### src/rtl/vec_issue_queue_if.sv
// Instruction stream link: one vector instruction plus its scalar operand, valid/ready handshake.
// The master drives vld/instr/xreg and the slave answers with rdy.
interface vec_issue_queue_if;
    logic        vld;
    logic        rdy;
    logic [31:0] instr;
    logic [31:0] xreg;

    modport master (output vld, output instr, output xreg, input rdy);
    modport slave  (input vld, input instr, input xreg, output rdy);
endinterface

### src/rtl/vec_issue_queue.sv
// In-order issue buffer from scalar core to vector coprocessor; enq->deq latency 1 cycle, no bypass.
// Backpressure: enq.rdy = ~full; deq.vld drops when empty or when the in-flight cap is reached.
module vec_issue_queue #(
    parameter int DEPTH        = 4,
    parameter int MAX_INFLIGHT = 7,
    parameter int CNT_W        = $clog2(DEPTH) + 1
) (
    input  logic               i_clk,
    input  logic               i_rst,
    input  logic               i_flush,
    input  logic               i_retire,
    vec_issue_queue_if.slave   enq,
    vec_issue_queue_if.master  deq,
    output logic               o_core_stall,
    output logic [CNT_W-1:0]   o_count,
    output logic               o_full,
    output logic               o_empty,
    output logic               o_idle,
    output logic               o_err
);
    localparam int PTR_W = $clog2(DEPTH);
    localparam int INF_W = $clog2(MAX_INFLIGHT + 1);

    typedef struct packed {
        logic [31:0] instr;
        logic [31:0] xreg;
    } entry_t;

    entry_t           r_mem [DEPTH];
    logic [PTR_W-1:0] r_wr_ptr;
    logic [PTR_W-1:0] r_rd_ptr;
    logic [CNT_W-1:0] r_count;
    logic [INF_W-1:0] r_inflight;
    logic             r_err;

    logic w_full;
    logic w_empty;
    logic w_cap_ok;
    logic w_deq_vld;
    logic w_enq_take;
    logic w_deq_take;

    assign w_full    = (r_count == CNT_W'(DEPTH));
    assign w_empty   = (r_count == '0);
    assign w_cap_ok  = (r_inflight < INF_W'(MAX_INFLIGHT));
    assign w_deq_vld = ~w_empty & w_cap_ok;

    // A flush swallows any handshake seen on either side in the same cycle.
    assign w_enq_take = enq.vld & ~w_full & ~i_flush;
    assign w_deq_take = w_deq_vld & deq.rdy & ~i_flush;

    assign enq.rdy   = ~w_full;
    assign deq.vld   = w_deq_vld;
    assign deq.instr = r_mem[r_rd_ptr].instr;
    assign deq.xreg  = r_mem[r_rd_ptr].xreg;

    assign o_core_stall = enq.vld & w_full;
    assign o_count      = r_count;
    assign o_full       = w_full;
    assign o_empty      = w_empty;
    assign o_idle       = w_empty & (r_inflight == '0);
    assign o_err        = r_err;

    always_ff @(posedge i_clk) begin
        if (w_enq_take && !i_rst) begin
            r_mem[r_wr_ptr] <= '{instr: enq.instr, xreg: enq.xreg};
        end
    end

    always_ff @(posedge i_clk) begin
        if (i_rst) begin
            r_wr_ptr <= '0;
            r_rd_ptr <= '0;
            r_count  <= '0;
        end else if (i_flush) begin
            r_wr_ptr <= '0;
            r_rd_ptr <= '0;
            r_count  <= '0;
        end else begin
            if (w_enq_take) begin
                r_wr_ptr <= r_wr_ptr + PTR_W'(1);
            end
            if (w_deq_take) begin
                r_rd_ptr <= r_rd_ptr + PTR_W'(1);
            end
            case ({w_enq_take, w_deq_take})
                2'b10:   r_count <= r_count + CNT_W'(1);
                2'b01:   r_count <= r_count - CNT_W'(1);
                default: r_count <= r_count;
            endcase
        end
    end

    // In-flight ops survive a flush: they already left the queue.
    always_ff @(posedge i_clk) begin
        if (i_rst) begin
            r_inflight <= '0;
            r_err      <= 1'b0;
        end else if (w_deq_take && !i_retire) begin
            r_inflight <= r_inflight + INF_W'(1);
        end else if (!w_deq_take && i_retire) begin
            if (r_inflight == '0) begin
                r_err <= 1'b1;
            end else begin
                r_inflight <= r_inflight - INF_W'(1);
            end
        end
    end
endmodule

### src/flat_wrapper.sv
// flat-port wrapper written by rule: the top's interface ports become plain ports
module vec_issue_queue_flat 
#(
    parameter int DEPTH        = 4,
    parameter int MAX_INFLIGHT = 7,
    parameter int CNT_W        = $clog2(DEPTH) + 1
)
  (i_clk, i_rst, i_flush, i_retire, o_core_stall, o_count, o_full, o_empty, o_idle, o_err, enq_vld, enq_instr, enq_xreg, enq_rdy, deq_vld, deq_instr, deq_xreg, deq_rdy);
  vec_issue_queue_if enq_i ();
  vec_issue_queue_if deq_i ();
  input  logic i_clk;
  input  logic i_rst;
  input  logic i_flush;
  input  logic i_retire;
  output logic o_core_stall;
  output logic [CNT_W-1:0] o_count;
  output logic o_full;
  output logic o_empty;
  output logic o_idle;
  output logic o_err;
  input wire logic [$bits(enq_i.vld)-1:0] enq_vld;
  input wire logic [$bits(enq_i.instr)-1:0] enq_instr;
  input wire logic [$bits(enq_i.xreg)-1:0] enq_xreg;
  output wire logic [$bits(enq_i.rdy)-1:0] enq_rdy;
  output wire logic [$bits(deq_i.vld)-1:0] deq_vld;
  output wire logic [$bits(deq_i.instr)-1:0] deq_instr;
  output wire logic [$bits(deq_i.xreg)-1:0] deq_xreg;
  input wire logic [$bits(deq_i.rdy)-1:0] deq_rdy;
  assign enq_i.vld = enq_vld;
  assign enq_i.instr = enq_instr;
  assign enq_i.xreg = enq_xreg;
  assign enq_rdy = enq_i.rdy;
  assign deq_vld = deq_i.vld;
  assign deq_instr = deq_i.instr;
  assign deq_xreg = deq_i.xreg;
  assign deq_i.rdy = deq_rdy;
  vec_issue_queue #(.DEPTH(DEPTH), .MAX_INFLIGHT(MAX_INFLIGHT), .CNT_W(CNT_W)) u_core (.i_clk(i_clk), .i_rst(i_rst), .i_flush(i_flush), .i_retire(i_retire), .enq(enq_i), .deq(deq_i), .o_core_stall(o_core_stall), .o_count(o_count), .o_full(o_full), .o_empty(o_empty), .o_idle(o_idle), .o_err(o_err));
endmodule
### config.mk
export PLATFORM = sky130hd
export DESIGN_NAME = vec_issue_queue_flat
export DESIGN_NICKNAME = d
export VERILOG_FILES = /design/src/rtl/vec_issue_queue_if.sv /design/src/rtl/vec_issue_queue.sv /design/src/flat_wrapper.sv
export SDC_FILE = /design/constraint.sdc
export NUM_CORES = 1
export LEC_CHECK = 0
export CAP_MARGIN = 5
export CORE_UTILIZATION = 55
export CTS_CLUSTER_DIAMETER = 50
export CTS_CLUSTER_SIZE = 14
export DETAILED_ROUTE_END_ITERATION = 8
export GPL_ROUTABILITY_DRIVEN = 0
export HOLD_SLACK_MARGIN = 0.03
export PLACE_DENSITY = 0.91
export SLEW_MARGIN = 20
export SYNTH_ARGS = -nofsm -noshare
export SYNTH_HDL_FRONTEND = slang
export SYNTH_SLANG_ARGS = --single-unit
### constraint.sdc
create_clock -name i_clk -period 6.4 [get_ports i_clk]
set_input_delay 1.28 -clock i_clk [delete_from_list [all_inputs] [get_ports i_clk]]
set_output_delay 1.28 -clock i_clk [all_outputs]
set_load 0.01 [all_outputs]
==> impl_metrics.py <==
metrics = {
    "run_status": {
        "result_of_the_run": "finished clean",
    },
    "final_layout": {
        "final_cells": 819,
        "layout.cells.most_common_list": "edfxtp_1, clkdlybuf4s50_1, mux4_2, clkbuf_16",
        "final_cell_area_um2": 12400,
        "insertedDiodeCount": 0,
        "most_frequent_standard_cell_in_the_layout_excluding_fill_and_tap_cells": "edfxtp_1",
        "drive_above_1_share_pct": 18.7,
        "area_delta_synth_final_pct": 24.1,
        "layout.nets": 655,
        "layout.core_utilization_pct": 70.7,
    },
    "placement": {
        "postPlaceCellArea_um2": 11600,
        "place.detailed.hpwl_um": 10700,
        "number_of_buffers_inserted_by_port_buffering": 143,
        "place.detailed.instances": 774,
    },
    "synthesis": {
        "synth_top_area_share_pct": 76.9,
        "synth.top_cells.by_area": "edfxtp_1, mux4_2, dfxtp_1, ha_1, buf_6",
        "compound_gate_portion_of_the_synthesized_area_pct": 0.764,
        "synth.cell_area_um2": 9990,
        "yosys.area_share.adder_pct": 1.28,
        "register_area_share_after_synthesis_pct": 79.5,
        "number_of_enable_flip_flop_cells_after_synthesis": 256,
        "yosys_warnings": 0,
        "yosys-mux-area-fraction_pct": 14.6,
        "netlist-cell-type-count": 34,
        "synth_top_family_by_area": "multiplexers",
        "synth_flop_cell": "edfxtp_1",
        "synth_area_per_cell_um2": 23.7,
        "yosys.area_share.xor_xnor_pct": 0.263,
        "synth_nets": 500,
        "synth_seq_cells": 269,
        "synth_async_sr_flop_share_pct": 0,
        "synth_top_area_cell": "edfxtp_1",
        "synth_simple_gate_area_share_pct": 2.03,
        "netlist_instances": 421,
    },
    "sta": {
        "tmin_final_ps": 4340,
        "fmax_ghz": 0.230,
        "slew_headroom_pct": 34.3,
        "final.setup.tns_ps": 0,
        "setup-violations-final": 0,
        "final-hold-violation-count": 0,
        "final.setup_skew_ps": 16.3,
        "timing.final.crit_share_pct": 67.8,
        "worst_pin_slew_ps": 985,
        "timing.final.max_slew_violations": 0,
        "rsz0062_at_grt": "false",
    },
    "detailed_routing": {
        "drt_first_pass_iters": 6,
        "drc": 0,
        "drt_iter0_markers": 343,
        "wire_per_inst_um": 22.5,
        "route.detailed.vias_per_inst": 5.73,
        "ant_nets": 0,
        "totalWireLength_um": 18400,
        "vias": 4691,
    },
    "die": {
        "start_util_pct": 57.0,
        "pin_count": 144,
        "placement_rows": 48,
        "design.die.area_um2": 18700,
        "die_w_um": 137,
        "coreArea_um2": 17500,
        "fp.dieH_um": 137,
    },
    "min_path": {
        "worstHoldPathType": "flop to flop",
        "holdPathEnd": "u_core.o_err",
        "holdPathStages": 2,
        "worstHoldStart": "u_core.o_err",
    },
    "critical_path": {
        "r2r-start": "u_core.r_inflight[0]",
        "r2r_end": "u_core.r_inflight[2]",
        "ff2ff_setup_slack_ps": 3650,
        "setup.worst_path.class": "flop to primary output",
        "cp_cell_sequence": "buf_4 > mux4_2 > clkdlybuf4s50_1",
        "critPathLaunchType": "flop",
        "cp_slowest_stage_delay_ps": 870,
        "r2r.worst_path.cells": 9,
        "worst-path-max-fanout": 40,
        "worst_path_max_delay_cell": "dfxtp_4",
        "crit_path_arrival_time_ps": 3060,
        "cp.required_ps": 5120,
        "worstSetupEndpointType": "primary output",
    },
    "run": {
        "cap_viol_max_count": 0,
    },
    "global_routing": {
        "gr-total-overflow": 0,
        "groute.usage.overall_pct": 20.5,
        "wire_length_of_the_first_global_routing_pass_um": 28500,
        "grt_pass1_vias": 5150,
        "grt_max_degree": 65,
        "antenna_found_initial": 0,
    },
    "cts": {
        "clkLatencyLatePin_ps": 510,
        "clk_pin_slew_worst_paths_ps": 60,
        "clock_sink_count": 269,
        "clock_tree.buffer_depth": 3,
        "cts_inserted_buffers": 25,
        "cts_tree": "built",
        "cts_post_setup_buffers_inserted": 0,
        "htreeDepth": 1,
        "cts_hold_repair.buffers": 0,
        "ctsRootBufferMaster": "clkbuf_16",
        "cts_resized": 0,
    },
    "power": {
        "worst_ir_drop_vdd_v": 0.000233,
        "leakage_nw": 3.88,
        "total_power_of_the_final_layout_mw": 3.53,
        "p_per_area_nw_per_um2": 285,
    },
}
## logic make-up after synthesis
kind of cell	Yosys count
buffers and inverters	25
xor gates and xnor gates	3
DFF	269
and+or+nand+nor	35
adders and majority gates	9
muxes	66
AOI/OAI and AO/OA	14
## area by class of cell
type	instances	area [µm²]
Sequential cell	269	7960
Fill cell	1021	5140
Multi-Input combinational cell	127	1910
Timing Repair Buffer	144	1440
Clock buffer	38	706
Tap cell	225	282
Clock inverter	7	70.1
Inverter	9	35.0
## metal layers
metal  wire [µm]  global-route usage [%]
met2        9850                    36.2
met5           0                       0
met3        1310                    4.78
met1        6900                    25.6
met4         326                    5.56
## report_power, final
part / internal (mW) / switching (mW)
combinational: 0.0975 / 0.0719
sequential: 1.95 / 0.0118
clock: 0.805 / 0.596
## synth_stat cells (all sizes together), types with 2 or more instances
library cell	n
a21oi	8
and3	5
buf	14
clkbuf	2
dfxtp	13
edfxtp	256
fa	2
ha	7
inv	8
mux2i	2
mux4	64
nand2	3
nand3	2
nor2	10
nor3	2
o21ai	4
or2	2
or3	4
or3b	2
or4	2
xor2	3
## metrics by stage
| step | setup slack (ps) | hold slack [ps] |
|---|---|---|
| after CTS | 1920 | 489 |
| final | 2060 | 488 |
| after global routing | 1800 | 501 |
| after detailed placement | 2460 | 467 |
| after floorplan | 2920 | 453 |
| after global placement | 2520 | 456 |
## how the worst max path moves through the flow
stage                                    end  slack [ps]
final                          deq_instr[10]        2060
after global routing            deq_xreg[22]        1800
after CTS                       deq_xreg[22]        1920
after detailed placement       deq_instr[10]        2460
after global placement          deq_instr[8]        2520
after floorplan           u_core.r_mem[0][0]        2920
## sequential cells by signal, summed over array words and instances (netlist names), named ones only
register and count:
u_core.r_inflight 3, u_core.r_wr_ptr 2, u_core.r_rd_ptr 2, u_core.o_count 3, u_core.o_err 1, u_core.r_mem 256
## critical path, delay by kind of cell, from the launching register on
| family | cells | cell delay, ps |
|---|---|---|
| buffers and inverters | 2 | 1070 |
| flip-flops | 1 | 870 |
| multiplexers | 1 | 590 |
Note: power is estimated with default switching activity, not from simulation.
==> RTL change 1: new RTL, config.mk and constraints unchanged <==
`MAX_INFLIGHT` is set to 7 in 2 places; all go to 6.
--- a/src/rtl/vec_issue_queue.sv
+++ b/src/rtl/vec_issue_queue.sv
@@ -4,3 +4,3 @@
     parameter int DEPTH        = 4,
-    parameter int MAX_INFLIGHT = 7,
+    parameter int MAX_INFLIGHT = 6,
     parameter int CNT_W        = $clog2(DEPTH) + 1
--- a/src/flat_wrapper.sv
+++ b/src/flat_wrapper.sv
@@ -4,3 +4,3 @@
     parameter int DEPTH        = 4,
-    parameter int MAX_INFLIGHT = 7,
+    parameter int MAX_INFLIGHT = 6,
     parameter int CNT_W        = $clog2(DEPTH) + 1
Function: same outputs for any inputs over 4 cycles, from zero or initial values and one cycle with i_rst high; that may be too few to reach the edited logic, so the function may still have changed.
==> RTL change 1 against the unedited design <==
Final cell count is the same. Die area shrank 0.10%. Total power grew 5.2%. Routed wire length shrank 2.2%. Worst setup slack gained 26 ps. Worst hold slack gained 5.1 ps. Synthesized area shrank 0.10%. Sequential cell count is the same. Final area grew 1.2%. Critical path depth is the same. Critical path type unchanged. Largest cell class unchanged.
==> RTL change 1: results <==
[detailed_routing]
drt_iter0_drc = 266
routed_via_density = 5.75
dr.pass1.iters = 5
drt-total-wl_um = 18000

[placed_design]
io_buffer_count = 143
dpl-instance-area_mm2 = 0.0116
hpwl_um = 10300
dp.cells = 774
place_ws_ps = 2500

[synth]
synth.area.top_cells = "edfxtp_1 77%, mux4_2 14%, dfxtp_1 2.6%"
ys_seq_area_share_pct = 79.6
synth_ff_type = "edfxtp_1"
syn_avg_cell_area_um2 = 23.7
synthAdderAreaFrac_pct = 1.28
synth_common_cells = "256 x edfxtp_1, 64 x mux4_2, 13 x dfxtp_1"
synth_mux_area_share_pct = 14.8
syn_nets = 501
ys_types = 36
yosysWarnings = 0
synth-compound-area-share_pct = 0.802
synth-xor-area-share_pct = 0.263
synth_edf_count = 256

[clock_tree]
cts_setup_buffers = 0
clkTransAtPathRegs_ps = 60
cts_root_buffer = "clkbuf_16"
max-clock-path-buffers = 3
insertion_delay_ps = 520
cts_resized = 0
htree_levels = 1
cts_buffers = 26

[setup_path]
cp_max_fo = 47
critPathMaxStageDelay_ps = 970
arrival_ps = 3030
timing.rr.end = "u_core.r_inflight[1]"
slowest_stage = "dfxtp_4"
r2r_slack_ps = 3590
ff2ff_path_depth = 8
cp-start-kind = "register"
r2r-start = "u_core.r_inflight[1]"

[final_layout]
regMostFlops = "u_core.r_mem"
layout.cells.non_filler = 819
largest_reg_flops = 256
n_fill_cell = 1001
layout.nets = 656
drive_gt1_share_pct = 19.4

[outcome]
status = "completed"

[worst_hold_path]
holdCritPathClass = "register to register"
worstHoldStart = "u_core.o_err"
min_delay_path_depth = 2

[global_route]
grt_max_degree = 65
grtUsageTotal_pct = 19.8
antenna_found_initial = 1
first_global_vias = 5008
grt_pass1_wl_um = 27600

[sta]
finClkSkew_ps = 20.6
hold_ws_ps = 493
relSlewSlack_pct = 33.0

[power]
p_leak_nw = 3.96
ir_drop_v = 0.000253
power_density_mw_per_mm2 = 296
RTL change 1: cell types whose count changed after synthesis, moves of 5 or more:
| cell | unedited run | this run |
|---|---|---|
| buf_1 | 0 | 6 |
| buf_4 | 1 | 6 |
| buf_2 | 7 | 2 |
| a21oi_1 | 8 | 3 |
| buf_6 | 6 | 0 |
| nor2_1 | 10 | 5 |
RTL change 1: cells by family after synthesis:
kind of cell / Yosys count
flip-flops: 269
multiplexers: 68
AND/OR/NAND/NOR: 35
buffers and inverters: 26
AO/OA/AOI/OAI: 12
adder cells (fa/ha/maj): 9
XOR/XNOR: 3
RTL change 1: worst max path at each step:
stage	slack [ps]	cells after the start	to
2_1_floorplan	2570	4	u_core.r_mem[0][0]
3_3_place_gp	2570	3	deq_xreg[26]
3_5_place_dp	2500	8	u_core.r_inflight[2]
4_1_cts	1980	3	deq_xreg[19]
5_1_grt	1840	3	deq_xreg[19]
6_report	2090	3	deq_xreg[19]
RTL change 1: area by class of cell:
cell class              count  area share, %
repair buffers            144           11.5
inverters                   9          0.269
flip-flops and latches    269           63.4
clock buffers              33           5.72
well taps                 225           2.24
multi-input cells         127           15.4
clock inverters            12           1.53
RTL change 1: power by group:
part	switching, mW	internal [mW]	total, mW
clock	0.608	0.993	1.60
sequential	0.0102	1.95	1.96
combinational	0.0662	0.0895	0.156
total	0.685	3.03	3.71
RTL change 1: critical path: cells and delay by family (launching register included):
| family | cells | cell delay [ps] |
|---|---|---|
| buffers and inverters | 2 | 950 |
| flip-flops | 1 | 970 |
| multiplexers | 1 | 560 |
RTL change 1: metal layers:
metal | GRT usage, % | part of all wire, % | vias up
li1 | - | - | 2079
met3 | 3.81 | 6.9 | 23
met5 | 0 | 0.067 | -
met2 | 33.8 | 51 | 182
met4 | 4.07 | 1.1 | 2
met1 | 26.8 | 41 | 2423
==> RTL change 2: new RTL, same settings <==
Without the edit above. Register the output `o_err` once more, cleared by the reset; this adds one clock of latency there. The other outputs are not delayed to match.
--- a/src/rtl/vec_issue_queue.sv
+++ b/src/rtl/vec_issue_queue.sv
@@ -61,3 +61,9 @@
     assign o_idle       = w_empty & (r_inflight == '0);
-    assign o_err        = r_err;
+    always_ff @(posedge i_clk) begin
+        if (i_rst) begin
+            o_err <= '0;
+        end else begin
+            o_err <= r_err;
+        end
+    end
 
Function: changed (Yosys sat finds a counterexample within 4 cycles, from zero or initial values and one cycle with i_rst high).
==> RTL change 2 against the unedited design <==
Sequential cell count rose by 1. Worst setup slack got worse by 48 ps. Synthesized area rose by 0.26%. Via count rose by 1.5%. Final area fell by 0.16%. Routed wire length rose by 0.26%. Total power fell by 1.6%. Critical endpoint is now deq_instr[30].
==> RTL change 2: results <==
[worst_hold_path]
holdCritPathClass = "register to register"

[global_route]
grt_pass1_wl_um = 28200
first_global_vias = 5044
grt_max_degree = 65
antenna_found_initial = 0
grtUsageTotal_pct = 20.4

[synth]
syn_nets = 502
synth_common_cells = "256 x edfxtp_1, 64 x mux4_2, 14 x dfxtp_1"
ys_types = 35
async_flop_share_pct = 0
ys_seq_area_share_pct = 79.5
synth_edf_count = 256
yosysWarnings = 0
synth.area.top_cells = "edfxtp_1 77%, mux4_2 14%, dfxtp_1 2.8%"

[clock_tree]
insertion_delay_ps = 520
cts_buffers = 24
clkTransAtPathRegs_ps = 70
max-clock-path-buffers = 3

[detailed_routing]
wire_per_inst_um = 22.5
routed_via_density = 5.81
dr.pass1.iters = 5
drt_iter0_drc = 341

[final_layout]
regMostFlops = "u_core.r_mem"
largest_reg_flops = 256
layout.nets = 656
drive_gt1_share_pct = 18.2
diodes = 0
n_fill_cell = 1025

[setup_path]
critPathTopFamily = "buffers and inverters"
slowest_stage = "dfxtp_4"
cp_max_fo = 44
critPathMaxStageDelay_ps = 950
arrival_ps = 3110

[placed_design]
io_buffer_count = 143
place_ws_ps = 2440
dpl-instance-area_mm2 = 0.0117
hpwl_um = 10900

[power]
ir_drop_v = 0.000196
intPower_mw = 2.79
p_leak_nw = 3.86

[sta]
finClkSkew_ps = 19.7
relSlewSlack_pct = 32.2

[outcome]
status = "completed"
-- RTL change 2: cell type report --
type,count,area share (%)
Clock buffer,39,5.56
Clock inverter,5,0.334
Inverter,9,0.283
Multi-Input combinational cell,128,15.5
Sequential cell,270,64.4
Tap cell,225,2.27
Timing Repair Buffer,144,11.6
-- RTL change 2: cell families after synthesis --
| family | synth area share [%] |
|---|---|
| buffers and inverters | 1.52 |
| multiplexers | 14.6 |
| AO/OA/AOI/OAI | 0.762 |
| XOR/XNOR | 0.262 |
| AND/OR/NAND/NOR | 2.09 |
| flip-flops | 79.5 |
| adder cells (fa/ha/maj) | 1.27 |
-- RTL change 2: routing by layer --
layer / track usage, % / up-vias / share of wire, %
met2: 34.3 / 201 / 51
met1: 27.4 / 2464 / 39
met5: 0 / - / 0
li1: - / 2071 / -
met4: 4.95 / 0 / 1.6
met3: 4.52 / 27 / 7.7
-- RTL change 2: power by group through the flow --
stage	logic (mW)	registers, mW	clock network [mW]
2_1_floorplan	0.0628	2.00	0
3_3_place_gp	0.160	2.00	0
3_5_place_dp	0.167	2.00	0
4_1_cts	0.169	1.97	1.36
5_1_grt	0.180	1.97	1.42
6_report	0.168	1.97	1.34
-- RTL change 2: stage by stage --
stage          util (%)  instances
2_1_floorplan         -        423
3_3_place_gp       66.4        776
3_5_place_dp       66.4        776
4_1_cts            70.6        820
5_1_grt            70.6        820
6_report           70.6        820
-- RTL change 2: path summary, 6_finish.rpt --
kind	from	to	slack [ps]	cells past startpoint
min	u_core.r_err	u_core.o_err	470	1
max reg2reg	u_core.o_count[0]	u_core.r_inflight[2]	3660	9
min reg2reg	u_core.r_err	u_core.o_err	470	1
max	register	deq_instr[30]	2010	3
